`config.mk`:
```
export PLATFORM = sky130hd
export DESIGN_NAME = alu_issue_arbiter
export DESIGN_NICKNAME = d
export VERILOG_FILES = /design/src/rtl/alu_issue_arbiter.sv
export SDC_FILE = /design/constraint.sdc
export NUM_CORES = 1
export LEC_CHECK = 0
export CAP_MARGIN = 30
export CORE_AREA = 8 8 202 204
export DETAILED_ROUTE_END_ITERATION = 8
export DIE_AREA = 0 0 210 212
export GPL_TIMING_DRIVEN = 0
export PLACE_DENSITY_LB_ADDON = 0.12
export SLEW_MARGIN = 15
export SYNTH_ARGS = -nofsm -noshare
export SYNTH_HDL_FRONTEND = slang
export SYNTH_SLANG_ARGS = --single-unit
```
`constraint.sdc`:
```
create_clock -name clk -period 5.8 [get_ports clk]
set_input_delay 0.58 -clock clk [delete_from_list [all_inputs] [get_ports clk]]
set_output_delay 0.58 -clock clk [all_outputs]
set_load 0.05 [all_outputs]
```
`src/rtl/alu_issue_arbiter.sv`:
```
// Round-robin arbiter sharing one combinational ALU among N_REQ issue sources.
// Two-stage pipe: issue register drives the ALU, result register tags the winning source.
module alu_issue_arbiter #(
    parameter int N_REQ    = 4,
    parameter int SRC_W    = $clog2(N_REQ),
    parameter int INSTR_W  = 88,
    parameter int RESULT_W = 38
) (
    input  logic                            clk,
    input  logic                            rst,
    input  logic                            flush,
    input  logic [N_REQ-1:0]                req_valid,
    input  logic [N_REQ-1:0][INSTR_W-1:0]   req_data,
    output logic [N_REQ-1:0]                req_ready,
    output logic                            alu_valid,
    output logic [INSTR_W-1:0]              alu_data,
    input  logic                            alu_ready,
    input  logic [RESULT_W-1:0]             alu_result,
    output logic                            res_valid,
    output logic [RESULT_W-1:0]             res_data,
    output logic [SRC_W-1:0]                res_src,
    input  logic                            res_ready
);

    localparam logic [SRC_W:0]   N_REQ_W  = (SRC_W+1)'(N_REQ);
    localparam logic [SRC_W-1:0] LAST_IDX = SRC_W'(N_REQ - 1);

    logic                r_iss_v;
    logic [INSTR_W-1:0]  r_iss_data;
    logic [SRC_W-1:0]    r_iss_src;
    logic                r_res_v;
    logic [RESULT_W-1:0] r_res_data;
    logic [SRC_W-1:0]    r_res_src;
    logic [SRC_W-1:0]    r_rr_ptr;

    logic                w_res_free;
    logic                w_iss_adv;
    logic                w_iss_free;
    logic                w_found;
    logic [SRC_W-1:0]    w_grant_idx;
    logic                w_grant_en;
    logic [SRC_W-1:0]    w_rr_next;

    assign w_res_free = !r_res_v || res_ready;
    assign w_iss_adv  = r_iss_v && alu_ready && w_res_free;
    assign w_iss_free = !r_iss_v || w_iss_adv;

    // Scan requesters starting at the round-robin pointer; only req_valid feeds the grant.
    always_comb begin
        logic [SRC_W:0] idx;
        w_found     = 1'b0;
        w_grant_idx = '0;
        for (int k = 0; k < N_REQ; k++) begin
            idx = {1'b0, r_rr_ptr} + (SRC_W+1)'(k);
            if (idx >= N_REQ_W) begin
                idx = idx - N_REQ_W;
            end
            if (!w_found && req_valid[idx[SRC_W-1:0]]) begin
                w_found     = 1'b1;
                w_grant_idx = idx[SRC_W-1:0];
            end
        end
    end

    assign w_grant_en = w_found && w_iss_free && !flush && !rst;
    assign w_rr_next  = (w_grant_idx == LAST_IDX) ? '0 : w_grant_idx + 1'b1;

    generate
        for (genvar gi = 0; gi < N_REQ; gi++) begin : g_ready
            assign req_ready[gi] = w_grant_en && (w_grant_idx == SRC_W'(gi));
        end
    endgenerate

    always_ff @(posedge clk) begin
        if (rst) begin
            r_iss_v   <= 1'b0;
            r_res_v   <= 1'b0;
            r_rr_ptr  <= '0;
            r_iss_src <= '0;
            r_res_src <= '0;
        end else if (flush) begin
            r_iss_v <= 1'b0;
            r_res_v <= 1'b0;
        end else begin
            if (w_iss_adv) begin
                r_res_src <= r_iss_src;
                r_res_v   <= 1'b1;
            end else if (res_ready) begin
                r_res_v <= 1'b0;
            end
            if (w_grant_en) begin
                r_iss_src <= w_grant_idx;
                r_iss_v   <= 1'b1;
                r_rr_ptr  <= w_rr_next;
            end else if (w_iss_adv) begin
                r_iss_v <= 1'b0;
            end
        end
    end

    // Payload registers carry no reset; their contents only matter while the matching valid is set.
    always_ff @(posedge clk) begin
        if (w_grant_en) begin
            r_iss_data <= req_data[w_grant_idx];
        end
        if (w_iss_adv) begin
            r_res_data <= alu_result;
        end
    end

    assign alu_valid = r_iss_v;
    assign alu_data  = r_iss_data;
    assign res_valid = r_res_v;
    assign res_data  = r_res_data;
    assign res_src   = r_res_src;

endmodule

```
**Yosys cells after proc, flatten, opt, wreduce, memory -nomap -nowiden**

Index checks and enable logic that the tools add are counted.

- Multiplexer cells: 27
- Reduce and logical (&&, ||, !) cells: 27
- Bitwise logic cells: 1
- Equal/unequal tests: 3
- $lt $le $gt $ge: 9
- Add/sub/neg operators: 8

Operators with widths:

| cell | count |
|---|---|
| binary-select mux 88 bit (select 2 bit) | 1 |
| two-way mux 88 bit | 1 |
| two-way mux 2 bit | 9 |
| < comparator 2 x 3 -> 1 bit (second input constant) | 5 |
| logical AND 1 bit | 12 |
| two-way mux 1 bit | 12 |
| >= comparator 3 bit (second input constant) | 3 |
| binary-select mux 1 bit (select 2 bit) | 4 |
| subtractor 2 x 1 -> 2 bit (second input constant) | 4 |
| zero test 1 bit | 7 |
| adder 2 x 2 -> 3 bit (second input constant) | 2 |
| equality test 2 bit (second input constant) | 2 |
| AND reduction 2 bit | 2 |
| nonzero test 2 bit | 2 |
| adder 2 x 1 -> 3 bit (second input constant) | 1 |
| >= comparator 2 x 3 -> 1 bit (second input constant) | 1 |
| adder 2 x 1 -> 2 bit (second input constant) | 1 |
| equality test 2 x 1 -> 1 bit (second input constant) | 1 |
| zero test 2 bit | 1 |
| logical OR 1 bit | 2 |
| OR reduction 2 bit | 1 |
| NOT 1 bit | 1 |

- Flip-flop bits (word level): 134
- Bits of input ports: 399
- Output and inout port bits: 134

**Depth between registers and ports, before layout**

- Word-level depth: 18
- Mapped depth: 9

**Least setup slack after synthesis**

No wires, ideal clock.

- Path type: input-to-output
- From: input res_ready
- To: output req_ready[1]
- Slack: 1068 ps
- Arrival: 4152 ps
- Buffers on the path: 0
- Stages: 6
- Cell sequence: nand2b_1 > a21boi_0 > or4_4 > inv_1 > nand3_1 > nor2_1

- Cells in the longest elaborated chain, start to end: 7

Ends and longest elaborated chain:

| what | line | text |
|---|---|---|
| start: declaration | 22 | `input logic res_ready` |
| logical OR 1 bit | 44 | `assign w_res_free = !r_res_v \|\| res_ready;` |
| logical AND 1 bit | 45 | `assign w_iss_adv = r_iss_v && alu_ready && w_res_free;` |
| logical OR 1 bit | 46 | `assign w_iss_free = !r_iss_v \|\| w_iss_adv;` |
| logical AND 1 bit (3 in series) | 65 | `assign w_grant_en = w_found && w_iss_free && !flush && !rst;` |
| via w_grant_en | 41 | `logic w_grant_en;` |
| logical AND 1 bit | 70 | `assign req_ready[gi] = w_grant_en && (w_grant_idx == SRC_W'(gi));` |
| end: declaration | 14 | `output logic [N_REQ-1:0] req_ready,` |

The timed path passes the listed nets, and every way through them passes these cells.

**Worst setup path in the final report**

Ends and elaborated chain as after synthesis.

==> results.md <==
- Average wire per cell in the routed design: about 23 um
- Slew at the pin with the worst max-slew slack: 0.903 ns
- Detail-routed via count per cell: 4.19
- Class of the worst hold path: register to register
- Count of routing violations after the opening detailed-route iteration: between 500 and 600
- PnR Total Power: 0.00298 W
- Number of fill cells in the layout: roughly 3900
- Clock tree from TritonCTS: built
- Post-CTS Resized: 0
- Max-slew violation total from the final report: 0
- Combined global-route utilization of all metal layers: between 10% and 20%
- Maximum VDD drop: between 0.00015 and 0.0002 V
- Root buffer cell: sky130_fd_sc_hd__clkbuf_16
- Final Skew: ~0.0084 ns
- Average footprint of a synthesized cell: roughly 12 um^2
- Cells on Worst Hold Path: 2
- Final weighted congestion of routability-driven global placement: ~0.84
- Critical Path Start Type: input pin
- Hold violation count in the final report: 0
- Global-route wire length before repair: ~49000 um
- Bufs on Longest Clock Path: 2
- First drt pass iteration count: 5
- Reported max-cap violation count: 0
- Total number of vias: 6637
- Crit path max fanout: 65
- Worst hold slack: approximately 0.47 ns
- Final setup fails: 0
- Distinct cell type count after synthesis: 34
- Post-Syn Nets: approximately 900
- Maximum achievable frequency: roughly 240 MHz
- Power density over the cells: ~240 nW/um^2
- Total CTS buffers: 17
- IO Pins: 533
- Kind of capture point of the worst setup path: output pin
- Worst skew pair latency: 0.43 ns
- Clock Pin Slew Worst Setup and Hold Paths: about 0.060 ns
- Status: completed
- Leak: 4.57 nW
- Worst Path Arrival: 3.62 ns
- Ratio of cells with drive above 1 in the final layout: 6.67%
- Unrepaired setup endpoints after global routing: no
- Startpoint of the worst register-to-register path: r_rr_ptr[1]$_SDFFE_PP0P_
- Cell Rows: a little over 70
- Vertical die dimension: 212 um
- Number of nets in the layout: ~1500
- Clock sink total: between 100 and 150
- Layout-stage area growth over the synthesis result: 107%
- Count of warnings emitted by yosys: 0
- Destination of the worst hold path: r_iss_src[0]$_SDFFE_PP0P_
- Via count of the first global-routing pass: between 7000 and 8000
- Routed Wire Length: ~36000 um
- R2R Setup Slk: ~3.3 ns
- Endpoint of the worst-slack reg-to-reg timing path: alu_data[69]$_DFFE_PP_
- Setup Crit Path Kind: input pin to output pin
- TNS Setup: 0 ns
- Post-route minimum period: 4.20 ns
- Largest net degree at the start of global routing: between 60 and 70
- H-tree Lvls: 4
- Initial antenna violation count: 1
- Grt total ovfl: 0
- Hold buffer count at cts: 0
- Synth Register Bits: 134
- Post CTS Setup Buffer Count: 0
- Synthesized area: around 6000 um^2
- Part of the Yosys area used for sequential elements: approximately 65%
- Post-DRT Antenna Nets: 0
- Horizontal die dimension: ~210 um
- Number of cells on the worst reg-to-reg path: 6
- Commonest cells after routing, fill and taps aside: sky130_fd_sc_hd__clkdlybuf4s50_1, sky130_fd_sc_hd__nand2_1, sky130_fd_sc_hd__edfxtp_1
- Port Buffers: approximately 530
- HPWL after detailed placement: 28900 um
- Effective utilization at floorplan: 16.1%
- Ratio of final minimum period to clock period: approximately 72%
- Core footprint: 37900 um^2
- Required time at the worst-slack endpoint: 5.22 ns
- Hold_sp: r_iss_src[0]$_SDFFE_PP0P_
- DIE AREA: between 40000 and 50000 um^2
- DRC violations left: 0
- Slew margin rel.: 39.8%
- Leading cell type in the layout, fill and taps excluded: sky130_fd_sc_hd__clkdlybuf4s50_1
- Synthesized netlist cell count: roughly 500
[sequential cells by signal, indices dropped and copies added, names as in the netlist]
signal	count
r_rr_ptr	2
alu_data	88
r_iss_src	2
res_valid	1
alu_valid	1
res_src	2
res_data	38
[cells in the mapped netlist]
master,n,area share [%]
sky130_fd_sc_hd__o221a_1,1,0.18
sky130_fd_sc_hd__o21bai_1,1,0.12
sky130_fd_sc_hd__a222oi_1,88,14
sky130_fd_sc_hd__o21ai_0,4,0.33
sky130_fd_sc_hd__a211oi_1,1,0.12
sky130_fd_sc_hd__nand3_1,2,0.16
sky130_fd_sc_hd__nor2b_1,6,0.62
sky130_fd_sc_hd__nand2b_2,1,0.14
sky130_fd_sc_hd__a21oi_1,6,0.49
sky130_fd_sc_hd__nor2_1,6,0.37
sky130_fd_sc_hd__a31oi_1,1,0.10
sky130_fd_sc_hd__o41ai_1,1,0.14
sky130_fd_sc_hd__buf_2,24,2.0
sky130_fd_sc_hd__edfxtp_1,126,62
sky130_fd_sc_hd__and2_1,3,0.31
sky130_fd_sc_hd__o211a_1,1,0.16
sky130_fd_sc_hd__o211ai_1,1,0.12
sky130_fd_sc_hd__clkbuf_1,13,0.80
sky130_fd_sc_hd__o21a_1,3,0.37
sky130_fd_sc_hd__nor4_1,1,0.10
sky130_fd_sc_hd__and3_1,1,0.10
sky130_fd_sc_hd__buf_4,6,0.74
sky130_fd_sc_hd__a21boi_0,2,0.25
sky130_fd_sc_hd__nand2b_1,2,0.21
sky130_fd_sc_hd__o31ai_1,1,0.12
sky130_fd_sc_hd__mux2i_1,2,0.33
sky130_fd_sc_hd__nor3_1,1,0.082
sky130_fd_sc_hd__buf_6,4,0.74
sky130_fd_sc_hd__a21o_1,1,0.12
sky130_fd_sc_hd__inv_1,2,0.12
sky130_fd_sc_hd__dfxtp_1,8,2.6
sky130_fd_sc_hd__nand2_1,182,11
sky130_fd_sc_hd__or4_4,1,0.18
sky130_fd_sc_hd__nor3b_1,1,0.12
[layer usage]
metal	GRT usage [%]	wire length, um	vias up
met1	15.6	13000	3096
met3	6.24	3410	54
met2	27.3	18200	382
met5	0	0	-
met4	6.44	1070	0
li1	-	-	3105
[area by class of cell]
cell class / count / area [um^2] / area share, %
multi-input combinational: 321 / 1900 / 15.0
buffer: 47 / 259 / 2.05
timing repair buffer: 530 / 5330 / 42.2
tap: 518 / 648 / 5.12
sequential: 134 / 3940 / 31.2
antenna: 1 / 2.50 / 0.0198
inverter: 2 / 12.5 / 0.0989
clock buffer: 17 / 425 / 3.36
clock inverter: 13 / 126 / 0.999
[power by group]
group          internal, W  switching [W]  total, W
Sequential         0.00113      0.0000116   0.00114
Clock             0.000590       0.000447   0.00104
Combinational     0.000401       0.000405  0.000806
[worst max-delay path, cell delays in order]
cell                              delay [ns]
sky130_fd_sc_hd__clkdlybuf4s50_1        0.45
sky130_fd_sc_hd__nand2b_1               0.14
sky130_fd_sc_hd__a21boi_0               0.17
sky130_fd_sc_hd__or4_4                  0.58
sky130_fd_sc_hd__inv_6                  0.27
sky130_fd_sc_hd__buf_16                 0.32
sky130_fd_sc_hd__nand3_1                0.15
sky130_fd_sc_hd__nor2_1                 0.11
sky130_fd_sc_hd__clkdlybuf4s50_1        0.85
[worst max path at each step]
stage | from | to | slack (ns)
after global placement | res_ready | req_ready[1] | -1.24
after floorplan | res_ready | req_ready[1] | 1.07
final | res_ready | req_ready[1] | 1.60
after detailed placement | res_ready | req_ready[1] | 1.49
after global routing | res_ready | req_ready[1] | 1.39
after CTS | res_ready | req_ready[1] | 1.48
[metrics by stage]
step | util, % | area (um^2) | cells | worst slack (ns)
after floorplan | - | 6100 | 504 | 1.07
final | 33.4 | 12700 | 1583 | 1.60
after CTS | 33.3 | 12600 | 1582 | 1.48
after global routing | 33.4 | 12700 | 1583 | 1.39
after global placement | 31.7 | 12000 | 1549 | -1.24
after detailed placement | 31.9 | 12100 | 1552 | 1.49
[kinds of logic (layout without fill, tap and decap cells)]
logic type	Yosys count	count (layout)	synth area share, %
simple gates	207	207	13.6
flops	134	134	64.6
compound gates	112	112	17.1
buf+inv	49	609	4.37
mux	2	2	0.328
other cells	0	1	0
(Power assumes the default switching activity.)
==> RTL edit 1: new RTL, config.mk and constraints unchanged <==
`N_REQ`: 4 -> 2.
--- a/src/rtl/alu_issue_arbiter.sv
+++ b/src/rtl/alu_issue_arbiter.sv
@@ -3,3 +3,3 @@
 module alu_issue_arbiter #(
-    parameter int N_REQ    = 4,
+    parameter int N_REQ    = 2,
     parameter int SRC_W    = $clog2(N_REQ),
Ports: changed (resized req_data, req_ready, req_valid and res_src); port bits go from 533 to 352. No check against the original RTL was run, so the function may have changed too.
==> RTL edit 1 against the original RTL <==
Area after synthesis decreased by 15%; total power decreased by 10%; setup slack improved by 630 ps; wire length decreased by 45%; count of clock-buffer cells in the layout unchanged; largest power group is now the clock network; sequential cell count decreased by 3; critical path type unchanged; final area decreased by 21%; global-route usage decreased by 6.5 points.
==> RTL edit 1: results (changes against the original RTL) <==
power:
  powerClk_w: 0.00113  # +9%
  ir_drop_v: 0.0001934  # +1.9%
  swShare_pct: 25.04  # -3.9 points
  power.share.combinational_pct: 17.1  # -9.9 points
  total_leakage_power_nw: 3.394  # -26%
  p_per_area_mw_per_mm2: 268.0  # +14%
grt:
  grtUsageMet3_pct: 5.203  # -1.0 points
  grt_util_met1_pct: 8.809  # -6.7 points
  grt_usage_pct: 8.670  # -6.5 points
  grt_pass1_wl_um: 28010  # -43%
  grt_use_met2_pct: 14.76  # -13 points
  grt_max_degree: 65  # -1.5%
  grt_pass1_vias: 4195  # -42%
  antenna_found_initial: 0  # -1
synth:
  synthTopCellsByCount: "edfxtp_1 (126), mux2_2 (80), clkbuf_8 (9)"
  synth.distinct_cells: 23  # -32%
  synthCells: 253  # -50%
  syn_nets: 474  # -48%
  netlist_top_cells_area: "edfxtp_1 (73%), mux2_2 (17%), clkbuf_8 (2.4%)"
  ys_seq_area_share_pct: 74.90  # +10 points
placed_design:
  dp_hpwl_um: 15650  # -46%
  post_dp_cell_area_mm2: 0.009414  # -22%
  dp_cells: 1124  # -28%
  place_ws_ps: 2128  # +638.2 ps
  gp_congestion: 0.6977  # -17%
  numPortBuffers: 351  # -33%
cts:
  clk_path_buf_depth: 2  # unchanged
  cts-htree-levels: 4  # unchanged
  cts_setup_buffers: 0  # unchanged
  cts_sinks: 131  # -2.2%
final_layout:
  fillers: 3920  # +1.0%
  n_all_buffers: 362  # -37%
  seq_area_mm2: 0.003884  # -1.5%
  nNetsFinal: 846  # -42%
  inverters: 3  # +1
  utilization_pct: 26.42  # -6.9 points
  fin_cells: 1156  # -27%
  buf_share_pct: 36.85  # -7.4 points
  layout-drive-gt1-share_pct: 21.16  # +14 points
  multi_input_area_mm2: 0.001174  # -38%
  antenna_cells: 0  # -1
  clk_share_pct: 6.056  # +1.7 points
  multi_input_cells: 110  # -66%
  largest_reg_flops: 88  # unchanged
worst_setup_path:
  path_max_fanout: 10  # -85%
  arrival_ps: 2980  # -640 ps
drt:
  met3_length_um: 2224  # -35%
  routed.top_layer: "met4"
  wl_met2_um: 9957  # -45%
  wl_met1_um: 7227  # -44%
  via_per_inst: 3.231  # -23%
  drt_iter0_drc: 134  # -76%
  wirelength_um: 19600  # -45%
  firstDrtPassIters: 4  # -1
timing:
  slew_headroom_pct: 60.37  # +21 points
  skew_ps: 6.610  # -1.775 ps
outcome:
  status: "complete, no violations"
[RTL edit 1: critical path: stages]
cell	delay [ps]
clkdlybuf4s50_1	520
inv_1	90
o21ai_4	460
clkbuf_8	320
nor2b_1	150
clkdlybuf4s50_1	850
[RTL edit 1: worst paths after layout]
path                           from                     end  slack (ps)  depth (start not counted)
max                    req_valid[0]            req_ready[0]        2240                          6
min            res_src$_SDFFE_PP0P_    res_src$_SDFFE_PP0P_         510                          2
max reg2reg  alu_valid$_SDFFE_PP0P_  alu_data[63]$_DFFE_PP_        3730                          4
min reg2reg    res_src$_SDFFE_PP0P_    res_src$_SDFFE_PP0P_         510                          2
[RTL edit 1: cell families (layout without fill, tap and decap cells)]
group | count (synthesis) | after routing | synth area share, %
DFF | 131 | 131 | 74.90
muxes | 89 | 89 | 19.81
AOI/OAI and AO/OA | 7 | 7 | 1.134
and+or+nand+nor | 14 | 14 | 1.544
buffers and inverters | 12 | 397 | 2.606
==> RTL edit 2: new RTL, same settings <==
Made on the original files. Reset style: asynchronous (`rst`), changed in one clocked block.
--- a/src/rtl/alu_issue_arbiter.sv
+++ b/src/rtl/alu_issue_arbiter.sv
@@ -73,3 +73,3 @@
 
-    always_ff @(posedge clk) begin
+    always_ff @(posedge clk or posedge rst) begin
         if (rst) begin
Check against the original RTL: differs if rst is asserted again (counterexample within 4 cycles, from zero or initial values and one cycle with rst high); with rst held inactive, the same outputs for 4 cycles.
==> RTL edit 2 against the original RTL <==
Area after synthesis increased by 20%; non-clock buffer count decreased by 3; final area increased by 11%; wire length decreased by 5.8%; setup slack improved by 190 ps; largest cell class unchanged; highest routed layer is now met5; cell count decreased by 0.95%; synthesized cell count decreased by 6.9%; via count decreased by 8.2%; critical path depth decreased by 1; sequential cell count unchanged.
Power is not compared: it rests on default switching activity, and its combinational part moved more than twofold at a synthesized area within 25%.
==> RTL edit 2: results (changes against the original RTL) <==
outcome:
  status: "complete, no violations"
timing:
  holdWs_ps: 477.1  # +8.248 ps
  slew_headroom_pct: 51.60  # +12 points
  skew_ps: 11.74  # +3.360 ps
synth:
  synth_compound_area_share_pct: 1.424  # -16 points
  synth.distinct_cells: 28  # -18%
  syn_nets: 868  # -3.9%
  muxShareOfSynthArea_pct: 36.67  # +36 points
  synthTopCellsByCount: "mux2i_1 (265), edfxtp_1 (126), buf_12 (11)"
  netlist_top_cells_area: "edfxtp_1 (52%), mux2i_1 (36%), buf_12 (3.0%)"
  ys_seq_area_share_pct: 54.61  # -10 points
drt:
  wl_met1_um: 12670  # -2.4%
  routed.top_layer: "met5"
  routedWlPerCell_um: 21.40  # -4.9%
  drt_iter0_drc: 178  # -68%
  via_count: 6095  # -8.2%
  wl_met2_um: 17740  # -2.3%
  met3_length_um: 2638  # -23%
  firstDrtPassIters: 4  # -1
final_layout:
  fillers: 3753  # -3.3%
  layout-drive-gt1-share_pct: 7.567  # +0.89 points
power:
  ir_drop_v: 0.0001979
worst_setup_path:
  ff2ff_setup_slack_ps: 3080  # -200 ps
  path_max_fanout: 12  # -82%
  cp-endpoint: "req_ready[3]"
  reg2reg_from: "res_valid$_DFFE_PP0P_"
  rr_worst_depth: 8  # +2
  timing.rr.end: "alu_data[30]$_DFFE_PP_"
floorplanning:
  initial_core_util_pct: 19.23  # +3.1 points
worst_hold_path:
  hold_class: "primary input to asynchronous set/reset pin"
placed_design:
  dp_hpwl_um: 28050  # -2.8%
  post_dp_cell_area_mm2: 0.01341  # +11%
  numPortBuffers: 532  # +0.95%
grt:
  antenna_found_initial: 5  # +4
  grt_pass1_wl_um: 45910  # -5.9%
  grt_pass1_vias: 6616  # -8.4%
  grt_max_degree: 26  # -61%
cts:
  clk_latency_ps: 450  # +20 ps
-- RTL edit 2: cell types whose count changed in the layout (fill, tap and decap cells not counted), moves of 4 or more --
cell / change
mux2i_1: +263
nand2_1: -176
a222oi_1: -88
buf_2: -16
clkbuf_1: -13
buf_12: +10
dfrtp_1: +8
dfxtp_1: -8
bufbuf_8: +5
clkdlybuf4s50_1: +5
diode_2: +5
nor2b_1: -4
-- RTL edit 2: cell type report --
cell class                 count  area (µm²)  area share [%]
multi-input combinational    300        2894           20.65
tap                          518       648.1           4.624
inverter                       4       15.01          0.1071
sequential                   134        3984           28.42
buffer                        31       414.1           2.955
antenna                        6       15.01          0.1071
clock buffer                  17       425.4           3.035
clock inverter                15       163.9           1.169
timing repair buffer         543        5458           38.94
-- RTL edit 2: cell families after synthesis --
kind of cell,Yosys count
xor gates and xnor gates,1
muxes,267
and+or+nand+nor,19
DFF,134
AOI/OAI and AO/OA,13
buffers and inverters,35
-- RTL edit 2: per-stage QoR --
stage | TNS (ps) | power [W] | cells | worst slack [ps]
final | 0 | 0.004162 | 1568 | 1791
after global routing | 0 | 0.004366 | 1566 | 1568
after CTS | 0 | 0.004256 | 1562 | 1760
after detailed placement | 0 | 0.003105 | 1530 | 1768
after global placement | -154750 | 0.003095 | 1519 | -3565
after floorplan | -133.7 | 0.002417 | 469 | -66.85
-- RTL edit 2: where the power goes --
part | internal [W] | switching [W] | leakage (nW)
clock | 0.000642 | 0.000482 | 0.283
sequential | 0.00122 | 0.0000275 | 1.27
combinational | 0.000889 | 0.000907 | 4.02
-- RTL edit 2: layer usage --
metal  GRT usage (%)  vias to the layer above
li1                -                     2954
met1           15.76                     2861
met4           4.885                        2
met5               0                        -
met2           25.50                      248
met3           5.410                       30
